### src/rtl/mips_pkg.sv
`default_nettype none
// ============================================================================
//  Module      : mips_pkg
//  Description : Shared constants for the MIPS-subset multiply/divide unit:
//                operation select codes, multicycle FSM state encodings and
//                the default datapath width.
//  Revision    : 1.0 - initial release
// ============================================================================
package mips_pkg;

    // Default operand width; the iteration count equals the width.
    localparam int WIDTH_DEFAULT = 32;

    // Operation select driven by the control FSM.
    localparam logic OP_MULT = 1'b0;
    localparam logic OP_DIV  = 1'b1;

    // Multiply/divide FSM state encodings.
    localparam logic [1:0] ST_IDLE   = 2'd0;
    localparam logic [1:0] ST_MULT   = 2'd1;
    localparam logic [1:0] ST_DIV    = 2'd2;
    localparam logic [1:0] ST_FINISH = 2'd3;

endpackage : mips_pkg
`default_nettype wire

### src/rtl/mult_div_unit_div_step.sv
`default_nettype none
// ============================================================================
//  Module      : div_step
//  Description : One combinational restoring-division iteration on unsigned
//                magnitudes. Shifts the next dividend bit into the partial
//                remainder and subtracts the divisor when it fits.
//  Ports       : i_rem      - partial remainder (always < divisor)
//                i_dvd_bit  - next dividend bit, MSB first
//                i_divisor  - divisor magnitude
//                o_rem      - next partial remainder
//                o_q_bit    - quotient bit produced by this iteration
//  Revision    : 1.0 - initial release
// ============================================================================
module div_step #(
    parameter int WIDTH = 32
) (
    input  logic [WIDTH-1:0] i_rem,
    input  logic             i_dvd_bit,
    input  logic [WIDTH-1:0] i_divisor,
    output logic [WIDTH-1:0] o_rem,
    output logic             o_q_bit
);

    // One extra bit so the shifted remainder never truncates.
    logic [WIDTH:0] w_shifted;
    logic [WIDTH:0] w_trial;

    always_comb begin
        w_shifted = {i_rem, i_dvd_bit};
        w_trial   = w_shifted - {1'b0, i_divisor};
        o_q_bit   = (w_shifted >= {1'b0, i_divisor});
        // The result is below the divisor, so WIDTH bits always suffice.
        o_rem     = o_q_bit ? w_trial[WIDTH-1:0] : w_shifted[WIDTH-1:0];
    end

endmodule : div_step
`default_nettype wire

### src/rtl/mult_div_unit.sv
`default_nettype none
// ============================================================================
//  Module      : mult_div_unit
//  Description : Multicycle signed multiply (radix-2 Booth) and signed
//                restoring divide, one step per clock, WIDTH steps per op.
//                Results are held in the HI/LO registers.
//  Ports       : clk      - clock
//                reset    - synchronous active-high reset (aborts an op)
//                start    - request pulse, sampled only while idle
//                op       - 0 = signed mult, 1 = signed div
//                a, b     - operands (multiplicand/dividend, multiplier/divisor)
//                hi, lo   - product halves, or remainder / quotient
//                busy     - operation in progress
//                done     - one-cycle completion pulse
//                div_zero - last accepted div had a zero divisor
//  Revision    : 1.0 - initial release
// ============================================================================
module mult_div_unit
    import mips_pkg::*;
#(
    parameter int WIDTH = WIDTH_DEFAULT
) (
    input  logic             clk,
    input  logic             reset,
    input  logic             start,
    input  logic             op,
    input  logic [WIDTH-1:0] a,
    input  logic [WIDTH-1:0] b,
    output logic [WIDTH-1:0] hi,
    output logic [WIDTH-1:0] lo,
    output logic             busy,
    output logic             done,
    output logic             div_zero
);

    localparam int CNT_W = $clog2(WIDTH + 1);
    localparam logic [CNT_W-1:0] C_LAST_STEP = CNT_W'(WIDTH - 1);

    // ------------------------------------------------------------------
    // State
    //   acc_q : Booth accumulator (WIDTH+1 bits) during mult; its low
    //           WIDTH bits hold the partial remainder during div.
    //   q_q   : multiplier during mult; dividend shifting out MSB-first
    //           with quotient bits shifting in at the LSB during div.
    //   m_q   : multiplicand during mult; divisor magnitude during div.
    // ------------------------------------------------------------------
    logic [1:0]       state_q,    state_d;
    logic [CNT_W-1:0] count_q,    count_d;
    logic             op_q,       op_d;
    logic [WIDTH:0]   acc_q,      acc_d;
    logic [WIDTH-1:0] q_q,        q_d;
    logic             qm1_q,      qm1_d;
    logic [WIDTH-1:0] m_q,        m_d;
    logic             sign_a_q,   sign_a_d;
    logic             sign_b_q,   sign_b_d;
    logic             dz_pend_q,  dz_pend_d;
    logic [WIDTH-1:0] hi_q,       hi_d;
    logic [WIDTH-1:0] lo_q,       lo_d;
    logic             busy_q,     busy_d;
    logic             done_q,     done_d;
    logic             div_zero_q, div_zero_d;

    logic [WIDTH:0]   w_m_ext;
    logic [WIDTH:0]   w_booth_sum;
    logic [WIDTH-1:0] w_abs_a;
    logic [WIDTH-1:0] w_abs_b;
    logic [WIDTH-1:0] w_rem_next;
    logic             w_q_bit;

    // Magnitudes; -2^(WIDTH-1) maps to 2^(WIDTH-1) read as unsigned.
    assign w_abs_a = a[WIDTH-1] ? -a : a;
    assign w_abs_b = b[WIDTH-1] ? -b : b;

    // Booth add/subtract of the sign-extended multiplicand.
    assign w_m_ext = {m_q[WIDTH-1], m_q};

    always_comb begin
        w_booth_sum = acc_q;
        case ({q_q[0], qm1_q})
            2'b01:   w_booth_sum = acc_q + w_m_ext;
            2'b10:   w_booth_sum = acc_q - w_m_ext;
            default: w_booth_sum = acc_q;
        endcase
    end

    div_step #(
        .WIDTH     (WIDTH)
    ) u_div_step (
        .i_rem     (acc_q[WIDTH-1:0]),
        .i_dvd_bit (q_q[WIDTH-1]),
        .i_divisor (m_q),
        .o_rem     (w_rem_next),
        .o_q_bit   (w_q_bit)
    );

    always_comb begin
        state_d    = state_q;
        count_d    = count_q;
        op_d       = op_q;
        acc_d      = acc_q;
        q_d        = q_q;
        qm1_d      = qm1_q;
        m_d        = m_q;
        sign_a_d   = sign_a_q;
        sign_b_d   = sign_b_q;
        dz_pend_d  = dz_pend_q;
        hi_d       = hi_q;
        lo_d       = lo_q;
        busy_d     = busy_q;
        done_d     = 1'b0;
        div_zero_d = div_zero_q;

        case (state_q)
            ST_IDLE: begin
                if (start) begin
                    op_d       = op;
                    busy_d     = 1'b1;
                    div_zero_d = 1'b0;
                    count_d    = '0;
                    acc_d      = '0;
                    qm1_d      = 1'b0;
                    sign_a_d   = a[WIDTH-1];
                    sign_b_d   = b[WIDTH-1];
                    dz_pend_d  = 1'b0;
                    if (op == OP_MULT) begin
                        m_d     = a;
                        q_d     = b;
                        state_d = ST_MULT;
                    end else begin
                        m_d = w_abs_b;
                        q_d = w_abs_a;
                        if (b == '0) begin
                            // Skip the iterations; FINISH flags the error.
                            dz_pend_d = 1'b1;
                            state_d   = ST_FINISH;
                        end else begin
                            state_d = ST_DIV;
                        end
                    end
                end
            end

            ST_MULT: begin
                // Arithmetic shift right of {acc, Q, q_-1}.
                acc_d   = {w_booth_sum[WIDTH], w_booth_sum[WIDTH:1]};
                q_d     = {w_booth_sum[0], q_q[WIDTH-1:1]};
                qm1_d   = q_q[0];
                count_d = count_q + CNT_W'(1);
                if (count_q == C_LAST_STEP) begin
                    state_d = ST_FINISH;
                end
            end

            ST_DIV: begin
                acc_d   = {1'b0, w_rem_next};
                q_d     = {q_q[WIDTH-2:0], w_q_bit};
                count_d = count_q + CNT_W'(1);
                if (count_q == C_LAST_STEP) begin
                    state_d = ST_FINISH;
                end
            end

            ST_FINISH: begin
                done_d  = 1'b1;
                busy_d  = 1'b0;
                state_d = ST_IDLE;
                if (op_q == OP_MULT) begin
                    // Low 2*WIDTH bits of the sign-extended product.
                    hi_d = acc_q[WIDTH-1:0];
                    lo_d = q_q;
                end else if (dz_pend_q) begin
                    div_zero_d = 1'b1;
                end else begin
                    lo_d = (sign_a_q ^ sign_b_q) ? -q_q : q_q;
                    // Remainder takes the sign of the dividend.
                    hi_d = sign_a_q ? -acc_q[WIDTH-1:0] : acc_q[WIDTH-1:0];
                end
            end

            default: begin
                state_d = ST_IDLE;
            end
        endcase
    end

    always_ff @(posedge clk) begin
        if (reset) begin
            state_q    <= ST_IDLE;
            count_q    <= '0;
            op_q       <= OP_MULT;
            acc_q      <= '0;
            q_q        <= '0;
            qm1_q      <= 1'b0;
            m_q        <= '0;
            sign_a_q   <= 1'b0;
            sign_b_q   <= 1'b0;
            dz_pend_q  <= 1'b0;
            hi_q       <= '0;
            lo_q       <= '0;
            busy_q     <= 1'b0;
            done_q     <= 1'b0;
            div_zero_q <= 1'b0;
        end else begin
            state_q    <= state_d;
            count_q    <= count_d;
            op_q       <= op_d;
            acc_q      <= acc_d;
            q_q        <= q_d;
            qm1_q      <= qm1_d;
            m_q        <= m_d;
            sign_a_q   <= sign_a_d;
            sign_b_q   <= sign_b_d;
            dz_pend_q  <= dz_pend_d;
            hi_q       <= hi_d;
            lo_q       <= lo_d;
            busy_q     <= busy_d;
            done_q     <= done_d;
            div_zero_q <= div_zero_d;
        end
    end

    assign hi       = hi_q;
    assign lo       = lo_q;
    assign busy     = busy_q;
    assign done     = done_q;
    assign div_zero = div_zero_q;

endmodule : mult_div_unit
`default_nettype wire

### config.mk
export PLATFORM = sky130hd
export DESIGN_NAME = mult_div_unit
export DESIGN_NICKNAME = d
export VERILOG_FILES = /design/src/rtl/mips_pkg.sv /design/src/rtl/mult_div_unit_div_step.sv /design/src/rtl/mult_div_unit.sv
export SDC_FILE = /design/constraint.sdc
export NUM_CORES = 1
export LEC_CHECK = 0
export CAP_MARGIN = 20
export CELL_PAD_IN_SITES_DETAIL_PLACEMENT = 1
export CELL_PAD_IN_SITES_GLOBAL_PLACEMENT = 2
export CORE_MARGIN = 10
export CORE_UTILIZATION = 34
export DETAILED_ROUTE_END_ITERATION = 12
export GPL_TIMING_DRIVEN = 1
export HOLD_SLACK_MARGIN = 0.1
export PLACE_DENSITY = 0.88
export SYNTH_ARGS = -nofsm -noshare
export SYNTH_HDL_FRONTEND = slang
export SYNTH_SLANG_ARGS = --single-unit
export TNS_END_PERCENT = 1
### constraint.sdc
create_clock -name clk -period 4.35 [get_ports clk]
set_clock_uncertainty 0.05 [all_clocks]
set_input_delay 0.87 -clock clk [delete_from_list [all_inputs] [get_ports clk]]
set_output_delay 0.87 -clock clk [all_outputs]
set_load 0.01 [all_outputs]
==> impl_summary.log, run 1 <==
INFO  metric avgSynthCellArea = 7.34 sq um
INFO  metric final_hold_viol_count = 0
INFO  metric timing.slew.headroom = 37.2%
INFO  metric area.growth.synth_to_final = 21.1%
INFO  metric status = completed
INFO  metric ranking_of_synthesized_cells_by_instance_count = 212 x nor2_1, 200 x nand2_1, 185 x a21oi_1
INFO  metric grt_max_degree = 115
INFO  metric finalSetupViolations = 0
INFO  metric path_delay_family = compound AO/OA/AOI/OAI gates
INFO  metric regToRegStartpoint = m_q[7]
INFO  metric worst_hold_path.endpoint = lo[14]
INFO  metric cts_buffer_depth = 2
INFO  metric path_common_cell = a21o_1
INFO  metric power_density = 524 nW/um^2
INFO  metric cp_slowest_cell = ha_1
INFO  metric ir_drop = 0.318 mV
INFO  metric final.period_utilization = 93.9%
INFO  metric detailedRoute.firstIterationViolations = 1350
INFO  metric post-synth-top-count-cell = nor2_1
INFO  metric whs_path_depth = 2
INFO  metric syn-instance-count = 1961
INFO  metric maxCapViolCount = 0
INFO  metric post_synth_net_total = 2106
INFO  metric cp_slowest_stage_delay = 370 ps
INFO  metric post-synth-top-area-cell = dfxtp_1
INFO  metric power.leakage = 6.58 nW
INFO  metric clk_pin_slew = 70 ps
INFO  metric rsz_0062_raised_after_global_routing = true
INFO  metric min_delay_path_class = reg -> reg
INFO  metric avgViaCountPerCell = 5.82
INFO  metric setup.worst_path.start_class = register
INFO  metric fp.dieW = 226 um
INFO  metric total_number_of_vias = 15372
INFO  metric final_cell_count_no_fill = 2639
INFO  metric detail_route.wirelength = 57700 um
INFO  metric post-route-min-period = 4090 ps
INFO  metric synth_flop_cell = dfxtp_1
INFO  metric report.final.slew_viol_count = 0
INFO  metric post_route_setup_tns = 0 ps
INFO  metric worst_r2r_endpoint = acc_q[29]
INFO  metric count_of_warnings_emitted_by_yosys = 0
INFO  metric tritoncts = built
INFO  metric top_level_ports = 135
INFO  metric synth-async-reset-ratio = 0%
INFO  metric core_region_area = 41900 sq um
INFO  metric layout.nets = 2233
INFO  metric number_of_global_route_vias_before_repair = 15271
INFO  metric setup.worst_path.end_class = register
INFO  metric worst_ep_arrival_time = 4350 ps
INFO  metric worst_r2r_path_depth = 18
INFO  metric timing.reg2reg.setup_slack = 260 ps
INFO  metric wl_per_cell = 21.8 um
INFO  metric dp_cells = 2607
INFO  metric initial_cell_density_of_the_core = 34.3%
INFO  metric clock-sinks = 177
INFO  metric grt_first_pass_wirelength = 88000 um
INFO  metric tritonroute_pass_1_iters = 8
INFO  metric cp_cell_sequence = inv_1 -> nand4_1 -> nor3_2 -> and3_1 -> and2_2 -> a31oi_1 -> xnor2_1 -> ha_1 -> a21o_1 -> a21o_1 -> a21o_1 -> a21oi_1 -> o21ai_0 -> o21ai_1 -> nor2b_1 -> xnor2_1 -> a311oi_1 -> o21ai_0
INFO  metric detailed_place_hpwl = 45500 um
INFO  metric layout_cell_share_with_drive_strength_beyond_1 = 8.38%
INFO  metric timing.hold.ws = 401 ps
INFO  metric timing.hold.worst.start = lo[14]
INFO  metric cts-root-buf = clkbuf_16
INFO  metric numCtsBuffers = 17
INFO  metric grt.overflow.total = 0
INFO  metric mappedNetlistArea = 14400 sq um
INFO  metric worst_pin_slew = 942 ps
INFO  metric max_freq = 245 MHz
INFO  metric fp.dieH = 226 um
INFO  metric die_area = 51000 sq um
INFO  metric port_buffers = 134
INFO  metric route.antenna.remaining_nets = 0
INFO  metric gp_routability_congestion = 0.933
INFO  metric postCtsHoldBufs = 0
INFO  metric number_of_antenna_diodes = 0
INFO  metric yosysUniqueCellTypes = 75
INFO  metric setup.worst_path.class = reg -> reg
INFO  metric antenna_found_initial = 1
INFO  metric count_of_flip_flops_with_a_built_in_enable_after_synthesis = 0
INFO  metric critical_path_peak_fanout = 6
INFO  metric yosys-top-cells-area = dfxtp_1 25%, xor2_1 6.7%, ha_1 6.5%, a21oi_1 6.4%, xnor2_1 5.6%
INFO  metric crit_required = 4610 ps
INFO  metric postSynthRegisterBits = 177
INFO  metric share_of_the_yosys_chip_area_belonging_to_registers = 24.6%
INFO  metric cts-htree-levels = 4
INFO  metric timing.critical_path.buf_inv = 1
INFO  metric insertion_delay = 460 ps
INFO  metric std_cell_rows = 75
INFO  metric drc = 0
INFO  metric area_fraction_of_the_dominant_cell_type_after_synthesis = 24.6%
INFO  metric gr-usage-all-layers = 21.9%
-- per-layer routing --
layer  GRT usage [%]  routed length [um]  up-vias
met3            4.13                3610       59
met1            29.3               26400     7526
met2            35.1               26400      388
met5               0                  13        -
met4            6.23                1170        2
li1                -                   -     7397
-- sequential cells by signal (all words and copies together), names as in the netlist --
name,count
busy,1
sign_a_q,1
qm1_q,1
op_q,1
sign_b_q,1
acc_q,33
done,1
m_q,32
dz_pend_q,1
state_q,2
lo,32
q_q,32
div_zero,1
count_q,6
hi,32
-- worst min-delay path, stage by stage (launching register included) --
cell     delay, ps
dfxtp_1        310
nand2_1         50
a21oi_1         50
-- how the worst max path moves through the flow --
stage / startpoint / to / slack (ps) / depth (start not counted)
after floorplan: b[9] / m_q[27] / 520 / 10
after global placement: b[0] / m_q[30] / -130 / 14
after detailed placement: b[0] / m_q[30] / -240 / 14
after CTS: m_q[7] / acc_q[29] / 80 / 18
after global routing: m_q[3] / acc_q[29] / -30 / 17
final: m_q[7] / acc_q[29] / 260 / 18
-- per-stage QoR --
stage	setup WS [ps]	utilization (%)	instance area, sq um	power [mW]
floorplan	525	-	14400	5.61
global placement	-132	39.9	16700	7.21
detailed placement	-235	39.9	16700	7.34
CTS	82.9	41.4	17400	9.09
global route	-28.9	41.5	17400	9.74
finish	264	41.5	17400	9.13
-- kinds of logic after synthesis --
kind of cell	share of synthesized area, %
AND/OR/NAND/NOR	20.3
AO/OA/AOI/OAI	29.3
multiplexers	0.921
buffers and inverters	5.75
adder cells (fa/ha/maj)	6.80
XOR/XNOR	12.3
flip-flops	24.6
-- power by group --
part | internal, mW | switching (mW)
Combinational | 1.97 | 3.08
Clock | 0.976 | 0.749
Sequential | 1.90 | 0.459
-- what timing repair did --
| action | in CTS | in global routing |
|---|---|---|
| setup buffers | 0 | 0 |
| gates resized for setup | 0 | 10 |
| endpoints found under the setup margin | 0 | 6 |
-- cell type report --
cell class,count,area [sq um]
sequential,177,3540
timing repair buffer,251,2270
clock buffer,19,433
inverter,64,240
tap,539,674
fill,5182,24500
multi-input combinational,1577,10100
clock inverter,12,198
-- cells in the final DEF (no fill, tap or decap), types with 6 or more instances in the layout --
master and instances:
o41ai_1 10, a21oi_1 184, and3_1 18, xnor2_1 92, nand3_1 47, o211ai_1 34, o21ai_0 138, a21o_1 26
a222oi_1 29, o31ai_1 33, mux2i_1 11, a22oi_1 24, nand2b_1 20, nor4_1 17, clkbuf_16 17, xor2_1 110
dfxtp_1 177, nor3_1 25, o21bai_1 8, or3_1 14, inv_1 64, nor2b_1 10, buf_4 115, a211oi_1 79
and2_1 8, a32oi_1 6, nand3b_1 6, nand2_1 199, nand4_1 18, nor2_1 211, ha_1 75, a311oi_1 9
clkdlybuf4s50_1 132, a31oi_1 27, or4_1 16
No activity file was read; power rests on OpenSTA's default activity.
==> run 2, diff against run 1 <==
- HOLD_SLACK_MARGIN: 0.1 -> 0.05
- clock period: 4.35 -> 3.8 ns (I/O delays scaled with it)
==> impl_summary.log, run 2 (synthesized netlist as in run 1, its figures left out) <==
INFO  metric pwr-share-seq = 24.6%
INFO  metric detailedRoute.firstIterationViolations = 1307
INFO  metric max_freq = 260 MHz
INFO  metric core_region_area = 41900 sq um
INFO  metric path_common_cell = or4_4
INFO  metric port_buffers = 134
INFO  metric critical_path_peak_fanout = 4
INFO  metric post-route-min-period = 3840 ps
INFO  metric power.combinational.fraction = 59.2%
INFO  metric min_delay_path_class = reg -> reg
INFO  metric drc = 0
INFO  metric clockPowerShare = 16.2%
INFO  metric area.growth.synth_to_final = 28.4%
INFO  metric numCtsBuffers = 17
INFO  metric setup.worst_path.class = in -> reg
INFO  metric post-route-cell-area = 18500 sq um
INFO  metric tritoncts = built
INFO  metric number_of_global_route_vias_before_repair = 15669
INFO  metric net-switching-power = 5.10 mW
INFO  metric cts_buffer_depth = 2
INFO  metric maxCapViolCount = 0
INFO  metric grt.overflow.total = 0
INFO  metric final_hold_viol_count = 0
INFO  metric power_density = 589 nW/um^2
INFO  metric timing.slew.headroom = 35.1%
INFO  metric clk_pin_slew = 70 ps
INFO  metric detail_route.wirelength = 59000 um
INFO  metric post_place_setup_slack = -586 ps
INFO  metric status = complete, but fails checks
INFO  metric final.setup.worst_slack = -39.9 ps
INFO  metric insertion_delay = 450 ps
INFO  metric tritonroute_pass_1_iters = 6
INFO  metric flip_flop_count_of_the_largest_register_after_layout = 33
INFO  metric worst_pin_slew = 974 ps
INFO  metric final.period_utilization = 101%
INFO  metric clock-sinks = 177
INFO  metric ir_drop = 0.326 mV
INFO  metric wl_per_cell = 21.4 um
INFO  metric std_cell_rows = 75
INFO  metric layout.cells.most_common = buf_4
INFO  metric cp_slowest_cell = or4_4
INFO  metric power.switching_fraction = 46.9%
INFO  metric grt_first_pass_wirelength = 89300 um
INFO  metric setup.worst_path.start_class = input port
INFO  metric avgViaCountPerCell = 5.77
INFO  metric gp_routability_congestion = 0.936
INFO  metric worst_ep_arrival_time = 4110 ps
INFO  metric violations = setup timing
INFO  metric cp_cell_sequence = dlymetal6s2s_1 -> or4_4 -> or3_4 -> or4_4 -> or4_4 -> or3_4 -> o31ai_4 -> xor2_1 -> a211oi_2 -> a21oi_1 -> nor2_1
INFO  metric placedInstanceArea = 17500 sq um
INFO  metric internal_power = 5.78 mW
INFO  metric totalPowerFinal = 10.9 mW
INFO  metric cts-htree-levels = 4
INFO  metric fp.dieH = 226 um
INFO  metric route.antenna.remaining_nets = 0
INFO  metric antenna_found_initial = 0
INFO  metric power.leakage = 7.15 nW
INFO  metric grt_max_degree = 85
INFO  metric layout.nets = 2343
INFO  metric die_area = 51000 sq um
INFO  metric initial_cell_density_of_the_core = 34.3%
INFO  metric rsz_0062_raised_after_global_routing = true
INFO  metric report.final.slew_viol_count = 0
INFO  metric crit_required = 4070 ps
INFO  metric cts-root-buf = clkbuf_16
INFO  metric fillers = 5134
INFO  metric setup.worst_path.end_class = register
INFO  metric gr-usage-all-layers = 22.2%
INFO  metric path_delay_family = simple AND/OR/NAND/NOR gates
INFO  metric detailed_place_hpwl = 47100 um
INFO  metric total_number_of_vias = 15863
INFO  metric timing.critical_path.buf_inv = 1
INFO  metric postCtsHoldBufs = 0
INFO  metric top_level_ports = 135
INFO  metric fp.dieW = 226 um
INFO  metric mostFrequentLayoutCells = 224 x buf_4, 208 x nor2_1, 199 x nand2_1
INFO  metric cp_slowest_stage_delay = 570 ps
INFO  metric finalSetupViolations = 1
INFO  metric layout_cell_share_with_drive_strength_beyond_1 = 15.0%
INFO  metric registers.top_by_ff_count = acc_q
-- run 2: what timing repair did --
action | 4_1_cts | 5_1_grt
endpoints found under the hold margin | 0 | 0
pin swaps | 1 | 33
resized for setup | 17 | 64
setup buffers | 0 | 8
endpoints found under the setup margin | 13 | 28
-- run 2: worst paths after layout --
check / start / endpoint / slack (ps) / cells past startpoint
setup / recovery: b[8] / m_q[29] / -40 / 11
hold / removal: lo[26] / lo[26] / 400 / 2
setup reg to reg: m_q[5] / acc_q[29] / 90 / 19
hold reg to reg: lo[26] / lo[26] / 400 / 2
-- run 2: power by group through the flow --
stage / Clock (mW) / Combinational (mW) / Sequential, mW
after floorplan: 0 / 3.93 / 2.49
after global placement: 0 / 5.99 / 2.67
after detailed placement: 0 / 6.16 / 2.69
after CTS: 1.79 / 6.21 / 2.65
after global routing: 1.87 / 7.03 / 2.72
final: 1.76 / 6.44 / 2.68
-- run 2: worst register-to-register path, cell delays in order (launching register included) --
cell	delay [ps]
dfxtp_1	310
inv_1	80
nand4_1	180
nor3_2	320
and3_4	250
and2_4	170
and3_4	190
nor2_1	50
xnor2_1	150
ha_1	310
nand4_1	120
inv_1	90
and3_4	210
nand3_4	100
a211oi_4	290
o21ai_2	110
nor2b_1	150
xnor2_1	140
a311oi_1	210
o21ai_1	110
-- run 2: metrics by stage --
step           hold WS (ps)  utilization (%)  setup TNS, ps  cells
2_1_floorplan           395                -              0   1961
5_1_grt                 422             44.0           -632   2749
3_3_place_gp            391             41.8          -6430   2710
6_report                404             44.1          -39.9   2750
4_1_cts                 407             43.3          -51.7   2741
3_5_place_dp            397             41.8          -7810   2710
-- run 2: final cells by class --
type	instances	area (sq um)	area share, %
clock buffer	21	470	2.55
sequential	177	3550	19.2
clock inverter	10	101	0.548
inverter	64	240	1.30
timing repair buffer	361	3100	16.8
antenna	1	2.50	0.0135
tap	539	674	3.65
multi-input combinational	1577	10300	56.0
-- run 2: routing by layer --
layer,up-vias,part of all wire [%],track usage [%]
met5,-,0,0
met4,0,2.6,7.39
met3,71,5.7,3.46
met2,439,46,36.0
met1,7746,45,29.4
li1,7607,-,-
==> run 3, diff against run 2 <==
--- a/config.mk
+++ b/config.mk
@@ -15,4 +15,5 @@
 export HOLD_SLACK_MARGIN = 0.05
 export PLACE_DENSITY = 0.88
+export REMOVE_ABC_BUFFERS = 1
 export SYNTH_ARGS = -nofsm -noshare
 export SYNTH_HDL_FRONTEND = slang
==> constraint.sdc (replaced) <==
create_clock -name clk -period 3.8 [get_ports clk]
set_clock_uncertainty 0.05 [all_clocks]
set_input_delay 0.38 -clock clk [delete_from_list [all_inputs] [get_ports clk]]
set_output_delay 0.38 -clock clk [all_outputs]
set_load 0.01 [all_outputs]
==> impl_summary.log, run 3 (synthesized netlist as in run 1, its figures left out) <==
INFO  metric status = completed
INFO  metric wl_per_cell = 20.4 um
INFO  metric power.combinational.fraction = 59.2%
INFO  metric final.period_utilization = 97.5%
INFO  metric finalSetupViolations = 0
INFO  metric cts_buffer_depth = 2
INFO  metric detailed_place_hpwl = 44100 um
INFO  metric cp_cell_sequence = inv_1 -> ha_1 -> and3_1 -> and3_1 -> buf_4 -> a31oi_1 -> xnor2_1 -> ha_1 -> a21oi_1 -> nand2_1 -> a21o_1 -> nor3b_2 -> a211oi_1 -> o21ai_1 -> o22ai_1 -> or3_1 -> nand3_2 -> nand3b_1
INFO  metric antenna_found_initial = 0
INFO  metric ir_drop = 0.361 mV
INFO  metric layout.area.seq = 3540 sq um
INFO  metric number_of_global_route_vias_before_repair = 16138
INFO  metric port_buffers = 134
INFO  metric layout.cells.most_common = buf_4
INFO  metric cp_slowest_cell = or3_1
INFO  metric insertion_delay = 470 ps
INFO  metric clockPowerShare = 17.0%
INFO  metric timing.slew.headroom = 28.8%
INFO  metric timing.critical_path.buf_inv = 2
INFO  metric gr-usage-all-layers = 21.9%
INFO  metric cp_slowest_stage_delay = 390 ps
INFO  metric drc = 0
INFO  metric timing.hold.worst.start = reset
INFO  metric layout.nets = 2339
INFO  metric post_route_setup_tns = 0 ps
INFO  metric route.antenna.remaining_nets = 0
INFO  metric setup.worst_path.class = reg -> reg
INFO  metric top_level_ports = 135
INFO  metric setup.worst_path.start_class = register
INFO  metric critical_path_peak_fanout = 6
INFO  metric grt_first_pass_wirelength = 89700 um
INFO  metric detail_route.wirelength = 56000 um
INFO  metric area.growth.synth_to_final = 26.8%
INFO  metric path_delay_family = simple AND/OR/NAND/NOR gates
INFO  metric timing.reg2reg.setup_slack = 100 ps
INFO  metric whs_path_depth = 2
INFO  metric cts-htree-levels = 4
INFO  metric grt_most_used_layer = met2
INFO  metric pwr-share-seq = 23.8%
INFO  metric net-switching-power = 4.87 mW
INFO  metric min_delay_path_class = in -> reg
INFO  metric final_cell_count_no_fill = 2746
INFO  metric flip_flop_count_of_the_largest_register_after_layout = 33
INFO  metric crit_required = 4160 ps
INFO  metric total_number_of_vias = 15584
INFO  metric post-route-min-period = 3700 ps
INFO  metric avgViaCountPerCell = 5.68
INFO  metric worst_ep_arrival_time = 4070 ps
INFO  metric power.leakage = 7.09 nW
INFO  metric initial_cell_density_of_the_core = 34.3%
INFO  metric cts-root-buf = clkbuf_16
INFO  metric internal_power = 5.89 mW
INFO  metric use_met3 = 3.89%
INFO  metric mostFrequentLayoutCells = 222 x buf_4, 209 x nor2_1, 199 x nand2_1
INFO  metric power.switching_fraction = 45.3%
INFO  metric maxCapViolCount = 0
INFO  metric footprint_of_the_multi_input_gates = 10200 sq um
INFO  metric tritoncts = built
INFO  metric grt.overflow.total = 0
INFO  metric clk_pin_slew = 70 ps
INFO  metric clock-sinks = 177
INFO  metric std_cell_rows = 75
INFO  metric grt.met1_usage = 27.9%
INFO  metric detailedRoute.firstIterationViolations = 816
INFO  metric worst_r2r_endpoint = acc_q[31]
INFO  metric regToRegStartpoint = m_q[1]
INFO  metric fp.dieW = 226 um
INFO  metric final_hold_viol_count = 0
INFO  metric worst_r2r_path_depth = 18
INFO  metric worst_pin_slew = 1060 ps
INFO  metric fillers = 5128
INFO  metric postCtsHoldBufs = 0
INFO  metric number_of_antenna_diodes = 0
INFO  metric numCtsBuffers = 17
INFO  metric grt_use_met2 = 37.1%
INFO  metric rsz_0062_raised_after_global_routing = true
INFO  metric fp.dieH = 226 um
INFO  metric grt_max_degree = 70
INFO  metric gp_routability_congestion = 0.932
INFO  metric power_density = 589 nW/um^2
INFO  metric worst_hold_path.endpoint = m_q[2]
INFO  metric die_area = 51000 sq um
INFO  metric setup.worst_path.end_class = register
INFO  metric layout_cell_share_with_drive_strength_beyond_1 = 13.5%
INFO  metric dp_cells = 2713
INFO  metric tritonroute_pass_1_iters = 8
INFO  metric max_freq = 270 MHz
INFO  metric core_region_area = 41900 sq um
INFO  metric registers.top_by_ff_count = acc_q
INFO  metric report.final.slew_viol_count = 0
INFO  metric totalPowerFinal = 10.8 mW
## run 3: worst max-delay path by stage
stage | endpoint | slack, ps | startpoint | cells past startpoint
floorplan | acc_q[28] | -50 | q_q[0] | 14
global placement | q_q[29] | -220 | a[5] | 12
detailed placement | q_q[29] | -260 | a[3] | 12
CTS | acc_q[31] | 7 | m_q[2] | 17
global route | acc_q[29] | -120 | m_q[8] | 18
finish | acc_q[31] | 100 | m_q[1] | 18
## run 3: through the flow
step | util, % | cell area [sq um] | hold slack, ps | worst slack, ps
after floorplan | - | 13800 | 389 | -48.8
after detailed placement | 41.8 | 17500 | 400 | -265
after CTS | 43.2 | 18100 | 250 | 7.16
after global placement | 41.8 | 17500 | 390 | -225
after global routing | 43.5 | 18300 | 273 | -118
final | 43.5 | 18300 | 267 | 95.1
## run 3: routing by layer
layer | up-vias | share of wire [%]
met5 | - | 0
met4 | 0 | 2.3
met3 | 64 | 4.0
met2 | 278 | 48
met1 | 7641 | 46
li1 | 7601 | -
## run 3: power groups by stage
stage	Combinational, mW	Sequential [mW]	Clock, mW
2_1_floorplan	3.70	2.56	0
3_3_place_gp	6.00	2.57	0
6_report	6.36	2.56	1.83
3_5_place_dp	6.21	2.59	0
5_1_grt	7.00	2.61	1.95
4_1_cts	6.27	2.55	1.87
## run 3: cell type report
cell class	instances	share of cell area [%]
clock buffers	22	2.49
flip-flops and latches	177	19.4
repair buffers	357	16.7
multi-input cells	1577	55.7
clock inverters	10	0.685
inverters	64	1.32
well taps	539	3.69
## run 3: timing repair
| item | in CTS | in global routing |
|---|---|---|
| resized for setup | 7 | 28 |
| pin swaps | 0 | 10 |
| endpoints found under the hold margin | 0 | 0 |
| endpoints found under the setup margin | 5 | 17 |
| setup buffers | 0 | 1 |
